## config.mk

```make
export PLATFORM = sky130hd
export DESIGN_NAME = step_ctrl
export DESIGN_NICKNAME = d
export VERILOG_FILES = /design/src/rtl/mips_dbg_pkg.sv /design/src/rtl/sync_edge.sv /design/src/rtl/step_ctrl.sv
export SDC_FILE = /design/constraint.sdc
export NUM_CORES = 1
export LEC_CHECK = 0
export CORE_ASPECT_RATIO = 0.75
export CORE_MARGIN = 3
export CORE_UTILIZATION = 30
export CTS_BUF_LIST = sky130_fd_sc_hd__clkbuf_8 sky130_fd_sc_hd__clkbuf_16
export DETAILED_ROUTE_END_ITERATION = 16
export PLACE_DENSITY_LB_ADDON = 0.15
export SYNTH_ARGS = -nofsm -noshare
export SYNTH_HDL_FRONTEND = slang
export SYNTH_HIERARCHICAL = 1
export SYNTH_SLANG_ARGS = --single-unit
export TNS_END_PERCENT = 100
```

## constraint.sdc

```tcl
create_clock -name clock -period 2.8 [get_ports clock]
set_clock_uncertainty 0.1 [all_clocks]
set_input_delay 0.42 -clock clock [delete_from_list [all_inputs] [get_ports clock]]
set_output_delay 0.42 -clock clock [all_outputs]
set_load 0.005 [all_outputs]
```

## src/rtl/mips_dbg_pkg.sv

```systemverilog
// rtl/mips_dbg_pkg.sv - shared types and defaults for the debug step controller
package mips_dbg_pkg;

  localparam int unsigned DEF_CNT_W = 16;

  typedef enum logic [1:0] {
    ST_RUN       = 2'd0,
    ST_STEP_IDLE = 2'd1,
    ST_STEP_ADV  = 2'd2
  } step_state_e;

endpackage

```

## src/rtl/sync_edge.sv

```systemverilog
// rtl/sync_edge.sv - multi-flop synchronizer followed by a registered rising-edge detector
module sync_edge #(
  parameter int SYNC_STAGES = 2
) (
  input  logic clock,
  input  logic reset,
  input  logic d_i,
  output logic rise_o
);

  logic [SYNC_STAGES-1:0] sync_q;
  logic [SYNC_STAGES-1:0] vld_q;
  logic                   prev_q;
  logic                   armed_q;
  logic                   rise_q;
  logic                   sync_out;

  assign sync_out = sync_q[SYNC_STAGES-1];

  // armed_q only sets once a genuinely sampled low has reached the output, so an
  // input already high when reset is released cannot fake a rising edge.
  always_ff @(posedge clock or posedge reset) begin
    if (reset) begin
      sync_q  <= '0;
      vld_q   <= '0;
      prev_q  <= 1'b0;
      armed_q <= 1'b0;
      rise_q  <= 1'b0;
    end else begin
      sync_q  <= {sync_q[SYNC_STAGES-2:0], d_i};
      vld_q   <= {vld_q[SYNC_STAGES-2:0], 1'b1};
      prev_q  <= sync_out;
      armed_q <= armed_q | (vld_q[SYNC_STAGES-1] & ~sync_out);
      rise_q  <= sync_out & ~prev_q & armed_q;
    end
  end

  assign rise_o = rise_q;

endmodule

```

## src/rtl/step_ctrl.sv

```systemverilog
// rtl/step_ctrl.sv - run/single-step pipeline advance controller with step counter
module step_ctrl
  import mips_dbg_pkg::*;
#(
  parameter int SYNC_STAGES = 2,
  parameter int CNT_W       = DEF_CNT_W
) (
  input  logic             clock,
  input  logic             reset,
  input  logic             change,
  input  logic             step,
  input  logic             hold,
  output logic             run_en,
  output logic             step_mode,
  output logic             step_done,
  output logic [CNT_W-1:0] step_count
);

  logic        change_rise;
  logic        step_rise;
  step_state_e state_q, state_d;
  logic        pend_q, pend_d;
  logic [CNT_W-1:0] cnt_q, cnt_d;

  sync_edge #(.SYNC_STAGES(SYNC_STAGES)) u_change_edge (
    .clock (clock),
    .reset (reset),
    .d_i   (change),
    .rise_o(change_rise)
  );

  sync_edge #(.SYNC_STAGES(SYNC_STAGES)) u_step_edge (
    .clock (clock),
    .reset (reset),
    .d_i   (step),
    .rise_o(step_rise)
  );

  always_ff @(posedge clock or posedge reset) begin
    if (reset) begin
      state_q <= ST_RUN;
      pend_q  <= 1'b0;
      cnt_q   <= '0;
    end else begin
      state_q <= state_d;
      pend_q  <= pend_d;
      cnt_q   <= cnt_d;
    end
  end

  always_comb begin
    state_d   = state_q;
    pend_d    = pend_q;
    step_done = 1'b0;
    case (state_q)
      ST_RUN: begin
        if (change_rise) state_d = ST_STEP_IDLE;
      end
      ST_STEP_IDLE: begin
        if (change_rise)    state_d = ST_RUN;
        else if (step_rise) state_d = ST_STEP_ADV;
      end
      ST_STEP_ADV: begin
        if (hold) begin
          if (change_rise) pend_d = 1'b1;
        end else begin
          // A mode change seen during the stalled advance takes effect once it is consumed.
          step_done = 1'b1;
          pend_d    = 1'b0;
          state_d   = (pend_q || change_rise) ? ST_RUN : ST_STEP_IDLE;
        end
      end
      default: state_d = ST_RUN;
    endcase
  end

  always_comb begin
    cnt_d = cnt_q;
    if (step_done) cnt_d = cnt_q + {{(CNT_W-1){1'b0}}, 1'b1};
  end

  assign run_en     = (state_q != ST_STEP_IDLE);
  assign step_mode  = (state_q != ST_RUN);
  assign step_count = cnt_q;

endmodule

```

==> results.md, run 1 <==
* Status: complete, no violations
* Clk sinks at 33
* Pleak at around 0.76 nW
* Fin crit share at 0.8443
* Hold buffer count at CTS at 0
* FF-to-FF path depth at 5
* Critical R2R Capture: step_count[13]
* H-tree levels at 2
* Antenna viol nets, final at 0
* Synth top area cells: dfrtp_1 64%, xnor2_1 6.8%, xor2_1 3.4%, nor2_1 2.3%, nand2_1 2.0%
* Fmax at approximately 420 MHz
* WL per Instance at ~11 µm
* Pre-CTS setup slack at around 430 ps
* Starting Density at 0.3310
* Worst VDD drop at 0.2825 mV
* RePlAce Congestion at 0.7107
* Max-Cap Viols at 0
* Tightest Pin Transition at between 700 and 800 ps
* Asr flop ratio synth at 1.000
* Die Area at slightly above 5000 µm²
* Drt drc at 0
* Critical path class: input pin to output pin
* First-pass GRT wire length at approximately 3.8 mm
* Via density at roughly 4.2
* Initial DRT Pass Iterations at 4
* Syn nets at between 100 and 150
* CTS tree: done
* Layout Area Growth over Synthesis at 32.59%
* Post-synth EDFFs at 0
* Fin. max-slew vios at 0
* Worst EP arrival at around 1800 ps
* Clock edge transition at the registers on the reported setup and hold paths at about 70 ps
* Final nets at ~140
* Number of setup buffers added after CTS at 0
* Core Rows at 19
* CTS buffer count at 5
* Synthesized flop and latch total at 33
* Core area at just under 4000 µm²
* Synth Flop Type: dfrtp_1
* Vias in the first global route at between 700 and 800
* Reg2reg start: state_q[0]
* Overall Power at 0.001123 W
* Gr ovfl total at 0
* Synth unique cells at 28
* Reg-to-reg slack, setup at approximately 850 ps
* Top-level port count at 24
* DRT iter0 DRCs at 32
* CP startpoint: hold
* Largest net degree at the start of global routing at 20
* Ys Warns at 6
* Mean Syn Cell Area at ~12 µm²
* PwrDens at ~660 nW/µm²
* Setup tns final at 0 ps
* GR Util All Layers at 0.09991
* CTS root buf: clkbuf_8
* Fin. Hold Viols at 0
* Synth top area share at 0.6439
* Worst setup endpoint: step_done
* Post-CTS resize count at 0
* Mapped Area at 1282 µm²
* Post-synthesis sequential area ratio at 0.6439
* Die X-Extent at approximately 80 µm
* Most frequent cells in the layout: 33 x dfrtp_1, 23 x clkdlybuf4s50_1, 10 x xnor2_1
* Commonest non-fill, non-tap cell in the layout: dfrtp_1
* Final min period at 2364 ps
* Die Ht at between 60 and 70 µm
* DPL Wire Length at 1.568 mm
* Filler Cell Count at roughly 370
* Via count at 790
* Share of post-route cells with drive strength above 1 at 0.1119
* WL final at roughly 2.1 mm
* Worst Hold Class: flip-flop to flip-flop
* Worst Setup Start Kind: input pin
* Critical Path Fanout Max at 4
* Setup WS post-layout at approximately 440 ps
* Final instance area at roughly 1700 µm²
* RSZ-0062 raised after global routing: false
* Slew HR at 0.4933
* Port bufs at 23
* Initial antenna violation count at 0
* Clock Latency Late Sink at about 280 ps
* Dpl cell area at 1580 µm²
* Clock Tree Buf Depth at 2
* Setup violations, final at 0
* Ant. Diodes at 0
* Mapped Cells at between 100 and 150
* Worst setup EP type: output pin
* Req. time, crit path at 2280 ps
* Yosys top cell by area: dfrtp_1
* Final Util at 0.4388
[power breakdown]
group | switching (W) | leakage (nW) | internal [W] | total, W
Clock | 0.000171 | 0.0574 | 0.000289 | 0.000460
Sequential | 0.0000363 | 0.408 | 0.000513 | 0.000550
Combinational | 0.0000425 | 0.297 | 0.0000711 | 0.000114
Total | 0.000249 | 0.762 | 0.000874 | 0.00112
[cell type report]
type                            count  area (µm²)  area share
Timing Repair Buffer               24       237.7      0.1398
Clock buffer                        6       82.58     0.04857
Tap cell                           52       65.06     0.03826
Clock inverter                      2       37.54     0.02208
Multi-Input combinational cell     61       421.7      0.2480
Sequential cell                    33       825.8      0.4857
Inverter                            8       30.03     0.01766
[logic make-up after synthesis]
| kind of cell | after synthesis | synth area share |
|---|---|---|
| compound gates | 5 | 0.02633 |
| xor+xnor | 15 | 0.1024 |
| fa+ha+maj | 1 | 0.009755 |
| buf+inv | 9 | 0.02731 |
| flops | 33 | 0.6439 |
| mux | 1 | 0.007805 |
| other cells | 2 | 0.005856 |
| simple gates | 37 | 0.1766 |
[layer usage]
metal / GRT usage / wire length, µm / up-vias
met5: 0 / 0 / -
met4: 0.03797 / 12 / 0
met3: 0.05476 / 151 / 2
met2: 0.1352 / 874 / 18
met1: 0.1320 / 1066 / 375
li1: - / - / 395
[cells in the mapped netlist (2+ instances only)]
library cell and number:
a21o_1 2, and3_1 2, conb_1 2, dfrtp_1 33
inv_1 6, inv_2 2, nand2_1 7, nand2b_1 2
nand3_1 5, nand4_1 3, nor2_1 8, nor3b_2 2
xnor2_1 10, xor2_1 5
[registers in the layout (all words and copies together) (netlist names)]
name,flops
pend_q,1
state_q,2
step_count,16
u_change_edge/armed_q,1
u_change_edge/prev_q,1
u_change_edge/rise_o,1
u_change_edge/sync_q,2
u_change_edge/vld_q,2
u_step_edge/armed_q,1
u_step_edge/prev_q,1
u_step_edge/rise_o,1
u_step_edge/sync_q,2
u_step_edge/vld_q,2
[how the worst min path moves through the flow]
stage | start | slack [ps] | cells after the start | to
after detailed placement | u_change_edge/vld_q[0] | 240 | 0 | u_change_edge/vld_q[1]
after global placement | u_step_edge/sync_q[0] | 230 | 0 | u_step_edge/sync_q[1]
after CTS | u_change_edge/vld_q[0] | 250 | 0 | u_change_edge/vld_q[1]
after global routing | u_change_edge/sync_q[0] | 260 | 0 | u_change_edge/sync_q[1]
after floorplan | reset | 120 | 1 | u_change_edge/armed_q
final | u_change_edge/vld_q[0] | 250 | 0 | u_change_edge/vld_q[1]
[worst max-delay path, stage by stage]
cell and delay [ps]:
clkdlybuf4s50_1 430, or3b_1 390, inv_2 100, clkdlybuf4s50_1 500
[metrics by stage]
| step | hold WS [ps] | cells |
|---|---|---|
| floorplan | 123.4 | 103 |
| global placement | 232.6 | 178 |
| detailed placement | 235.5 | 178 |
| CTS | 251.3 | 186 |
| global route | 258.2 | 186 |
| finish | 249.0 | 186 |
Power figures use the tool's default switching activity.
==> inputs of run 2 (changes only) <==
==> constraint.sdc (replaced) <==
create_clock -name clock -period 2.2 [get_ports clock]
set_clock_uncertainty 0.1 [all_clocks]
set_input_delay 0.33 -clock clock [delete_from_list [all_inputs] [get_ports clock]]
set_output_delay 0.33 -clock clock [all_outputs]
set_load 0.005 [all_outputs]
==> results.md, run 2 (synthesized netlist as in run 1, its figures left out) <==
* Top-level port count at 24 (unchanged)
* Clock Latency Late Sink at 280 ps (about the same)
* CTS root buf: clkbuf_8
* Logic pwr share at 0.106 (+0.005)
* Clock edge transition at the registers on the reported setup and hold paths at 60 ps (about the same)
* Worst setup EP type: output pin
* Clk sinks at 33 (unchanged)
* GR Util All Layers at 0.1025 (+0.002608)
* Core area at 3875 µm² (unchanged)
* Fin. max-slew vios at 0 (unchanged)
* Setup WS post-layout at 48.90 ps (-387.1 ps)
* Pleak at 0.7892 nW (+3.6%)
* Gr ovfl total at 0 (unchanged)
* P_int at 0.001112 W (+27%)
* DPL Wire Length at 1.574 mm (+0.41%)
* CTS tree: done
* Largest register FFs at 16 (unchanged)
* Port bufs at 23 (unchanged)
* WL final at 2.111 mm (+0.29%)
* Initial antenna violation count at 0 (unchanged)
* Max-Cap Viols at 0 (unchanged)
* Sw Share at 0.2160 (-0.006049)
* FF-to-FF path depth at 5 (unchanged)
* Die Ht at 62.63 µm (unchanged)
* Hold buffer count at CTS at 0 (unchanged)
* Largest net degree at the start of global routing at 20 (unchanged)
* Die Area at 5104 µm² (unchanged)
* Fin crit share at 0.9778
* Worst Setup Start Kind: input pin
* Initial DRT Pass Iterations at 4 (unchanged)
* Worst VDD drop at 0.3170 mV (+12%)
* Critical Path Fanout Max at 3 (-1)
* Critical path class: input pin to output pin
* Via density at 4.163 (-2.0%)
* Via count at 791 (+0.13%)
* Multi-input logic area at 424.2 µm² (+0.59%)
* Ant. Diodes at 0 (unchanged)
* Fin cells at 190 (+2.2%)
* Setup violations, final at 0 (unchanged)
* Layout Area Growth over Synthesis at 34.83%
* Setup tns final at 0 ps (unchanged)
* Starting Density at 0.3310 (unchanged)
* Most frequent cells in the layout: 33 x dfrtp_1, 23 x clkdlybuf4s50_1, 10 x xnor2_1
* CTS buffer count at 5 (unchanged)
* RePlAce Congestion at 0.7401 (+4.1%)
* PwrDens at 820.4 nW/µm² (+24%)
* Number of setup buffers added after CTS at 0 (unchanged)
* Worst EP arrival at 1720 ps (-120 ps)
* Core Rows at 19 (unchanged)
* Status: complete, no violations
* Antenna viol nets, final at 0 (unchanged)
* Post-CTS resize count at 0 (unchanged)
* First-pass GRT wire length at 3.822 mm (-0.36%)
* Clock Tree Buf Depth at 2 (unchanged)
* Fin. Hold Viols at 0 (unchanged)
* WL per Instance at 11.11 µm (-1.8%)
* Pre-CTS setup slack at -6.430 ps (-438.8 ps)
* Filler Cell Count at 359 (-3.2%)
* H-tree levels at 2 (unchanged)
* Psw at 0.0003064 W (+23%)
* Sequential Area at 825.8 µm² (unchanged)
* Placed cell count at 182 (+2.2%)
* Die X-Extent at 81.50 µm (unchanged)
* RSZ-0062 raised after global routing: false
* Req. time, crit path at 1770 ps (-510 ps)
* Final min period at between 2000 and 2500 ps
* Sequential share of power at 0.494 (+0.005)
* Drt drc at 0 (unchanged)
* Worst Hold Class: input pin to async pin
* Vias in the first global route at 804 (+0.88%)
* Final nets at 143 (+2.9%)
* Share of post-route cells with drive strength above 1 at 0.1377 (+0.02574)
* Commonest non-fill, non-tap cell in the layout: dfrtp_1
* Clock power frac at 0.400 (-0.009)
* Fmax at around 460 MHz
* DRT iter0 DRCs at 16 (-50%)
run 2: changes by cell type in the layout (fill, tap and decap cells not counted), sizes merged:
cell      before  now
clkinvlp       1    0
inv            8    9
buf            1    5
run 2: per-layer routing:
layer	part of all wire	GRT usage	wire length (µm)	vias up
met5	0	0	0	-
met4	0.022	0.05063	46	0
met3	0.066	0.05331	139	6
met2	0.39	0.1280	824	17
met1	0.52	0.1417	1100	366
li1	-	-	-	402
run 2: final cells by class:
| class | count | area share |
|---|---|---|
| Multi-Input combinational cell | 61 | 0.2453 |
| Timing Repair Buffer | 28 | 0.1548 |
| Inverter | 8 | 0.01737 |
| Tap cell | 52 | 0.03763 |
| Sequential cell | 33 | 0.4776 |
| Clock buffer | 6 | 0.04776 |
| Clock inverter | 2 | 0.01954 |
run 2: final timing paths:
| kind | start | endpoint | slack (ps) |
|---|---|---|---|
| min in group clock | u_step_edge/vld_q[0] | u_step_edge/vld_q[1] | 250 |
| max reg2reg | step_count[0] | step_count[12] | 310 |
| max in group asynchronous | reset | state_q[1] | 1470 |
| min reg2reg | u_step_edge/vld_q[0] | u_step_edge/vld_q[1] | 250 |
| min | reset | u_change_edge/vld_q[0] | 230 |
| max | hold | step_done | 50 |
run 2: per-stage QoR:
| step | util | instance area, µm² | total power (W) | hold slack (ps) |
|---|---|---|---|---|
| 2_1_floorplan | - | 1282 | 0.0007716 | 33.40 |
| 3_3_place_gp | 0.4156 | 1610 | 0.0008611 | 232.7 |
| 3_5_place_dp | 0.4156 | 1610 | 0.0008653 | 236.3 |
| 4_1_cts | 0.4456 | 1727 | 0.001446 | 226.4 |
| 5_1_grt | 0.4462 | 1729 | 0.001505 | 239.3 |
| 6_report | 0.4462 | 1729 | 0.001419 | 229.3 |
run 2: critical path, stage by stage:
cell and delay, ps:
clkdlybuf4s50_1 440, or3b_4 400, inv_2 70, clkdlybuf4s50_1 490
run 2: power groups by stage:
stage	Clock, W	Sequential [W]	Combinational [W]
floorplan	0	0.000704	0.0000675
global placement	0	0.000711	0.000150
detailed placement	0	0.000712	0.000153
CTS	0.000591	0.000700	0.000154
global route	0.000630	0.000707	0.000168
finish	0.000567	0.000701	0.000151
==> inputs of run 3 (changes only) <==
==> constraint.sdc (replaced) <==
create_clock -name clock -period 2.3 [get_ports clock]
set_clock_uncertainty 0.1 [all_clocks]
set_input_delay 0.345 -clock clock [delete_from_list [all_inputs] [get_ports clock]]
set_output_delay 0.345 -clock clock [all_outputs]
set_load 0.005 [all_outputs]
==> results.md, run 3 (synthesized netlist as in run 1, its figures left out) <==
* Final Util at 0.4346 (-0.01162)
* Setup violations, final at 0 (unchanged)
* Overall Power at 0.001201 W (-15%)
* Gr ovfl total at 0 (unchanged)
* Port bufs at 23 (unchanged)
* Critical Path Fanout Max at 3 (unchanged)
* Critical path class: input pin to output pin
* Commonest non-fill, non-tap cell in the layout: dfrtp_1
* Max stage delay on crit path at 500 ps (about the same)
* Clock Tree Buf Depth at 2 (unchanged)
* Status: complete, no violations
* Clock Latency Late Sink at 270 ps (about the same)
* Largest net degree at the start of global routing at 20 (unchanged)
* Die Ht at 62.63 µm (unchanged)
* Share of post-route cells with drive strength above 1 at 0.1194 (-0.01828)
* CTS root buf: clkbuf_8
* Ant. Diodes at 0 (unchanged)
* Fin. max-slew vios at 0 (unchanged)
* Starting Density at 0.3310 (unchanged)
* Reg2reg start: state_q[0]
* Final min period at about 2200 ps
* Fin. Hold Viols at 0 (unchanged)
* Largest register FFs at 16 (unchanged)
* H-tree levels at 2 (unchanged)
* Max-Cap Viols at 0 (unchanged)
* Setup tns final at 0 ps (unchanged)
* First-pass GRT wire length at 4.057 mm (+6.1%)
* Req. time, crit path at 1860 ps (+90 ps)
* Die X-Extent at 81.50 µm (unchanged)
* Worst EP arrival at 1780 ps (+60 ps)
* Vias in the first global route at 864 (+7.5%)
* Fmax at around 450 MHz
* Layout Area Growth over Synthesis at 31.32%
* Core area at 3875 µm² (unchanged)
* Multi-input logic area at 424.2 µm² (unchanged)
* Worst VDD drop at 0.3649 mV (+15%)
* Worst Setup Start Kind: input pin
* GR Util All Layers at 0.1063 (+0.003801)
* Clk sinks at 33 (unchanged)
* WL per Instance at 11.85 µm (+6.7%)
* Worst-path cell chain: clkdlybuf4s50_1 > or3b_4 > inv_2 > clkdlybuf4s50_1
* Via count at 808 (+2.1%)
* Sequential Area at 825.8 µm² (unchanged)
* WL final at 2.205 mm (+4.5%)
* Antenna viol nets, final at 0 (unchanged)
* Initial antenna violation count at 0 (unchanged)
* Drt drc at 0 (unchanged)
* Via density at 4.344 (+4.3%)
* RePlAce Congestion at 0.7138 (-3.6%)
* RSZ-0062 raised after global routing: false
* Core Rows at 19 (unchanged)
* Hold buffer count at CTS at 0 (unchanged)
* CTS tree: done
* Most frequent cells in the layout: 33 x dfrtp_1, 23 x clkdlybuf4s50_1, 10 x xnor2_1
* Initial DRT Pass Iterations at 3 (-1)
* Worst Hold Class: input pin to async pin
* Clock edge transition at the registers on the reported setup and hold paths at 60 ps (about the same)
* Filler Cell Count at 373 (+3.9%)
* CP max stage cell: clkdlybuf4s50_1
* Top cell by count, worst path: clkdlybuf4s50_1
* Fin crit share at 0.9657
* Die Area at 5104 µm² (unchanged)
* PwrDens at 713.4 nW/µm² (-13%)
* CP startpoint: hold
* CTS buffer count at 5 (unchanged)
* DPL Wire Length at 1.629 mm (+3.5%)
* DRT iter0 DRCs at 40 (+24)
* Worst setup EP type: output pin
* Top-level port count at 24 (unchanged)
* Pleak at 0.7633 nW (-3.3%)
* Final nets at 141 (-1.4%)
## run 3: cell types whose count changed in the layout (fill, tap and decap cells not counted)
cell	previous run	this run
bufinv_16	1	0
clkbuf_8	6	5
buf_4	5	2
clkinv_2	0	1
buf_12	0	1
inv_1	7	6
## run 3: final timing paths
path	to	slack (ps)	depth (start not counted)
min reg2reg	u_step_edge/sync_q[1]	250	0
min in group clock	u_step_edge/sync_q[1]	250	0
min	u_step_edge/vld_q[0]	250	2
max reg2reg	step_count[13]	390	5
max in group asynchronous	state_q[1]	1540	3
max	step_done	80	4
## run 3: layout make-up
cell class / instances / share of cell area
clock buffer: 5 / 0.04086
tap: 52 / 0.03863
timing repair buffer: 26 / 0.1575
sequential: 33 / 0.4903
clock inverter: 1 / 0.002972
multi-input combinational: 61 / 0.2519
inverter: 8 / 0.01783
## run 3: worst max-delay path, delay by kind of cell
family,cells,cell delay (ps)
AND/OR/NAND/NOR,1,420
buffers and inverters,3,1020
## run 3: metal layers
metal	part of all wire	track usage	up-vias
met5	0	0	-
met4	0.022	0.05063	0
met3	0.059	0.04467	7
met2	0.40	0.1463	19
met1	0.52	0.1422	383
li1	-	-	399
## run 3: what timing repair did
item / CTS / global route
hold endpoints to repair: 0 / 0
resized for setup: 0 / 1
setup buffers: 0 / 0
setup endpoints to repair: 0 / 1
## run 3: power by group
group          total [W]  switching (W)  internal (W)
clock           0.000385       0.000187      0.000199
sequential      0.000671      0.0000462      0.000625
combinational   0.000145      0.0000539     0.0000910
total            0.00120       0.000287      0.000915
## run 3: per-stage QoR
stage | instances | cell area (µm²) | setup slack [ps] | hold slack (ps)
after floorplan | 103 | 1282 | 567.4 | 48.40
after global placement | 180 | 1608 | 63.59 | 232.4
after detailed placement | 180 | 1608 | 0.9159 | 235.5
after CTS | 186 | 1682 | 28.75 | 249.4
after global routing | 186 | 1684 | 19.50 | 255.9
final | 186 | 1684 | 78.92 | 248.4
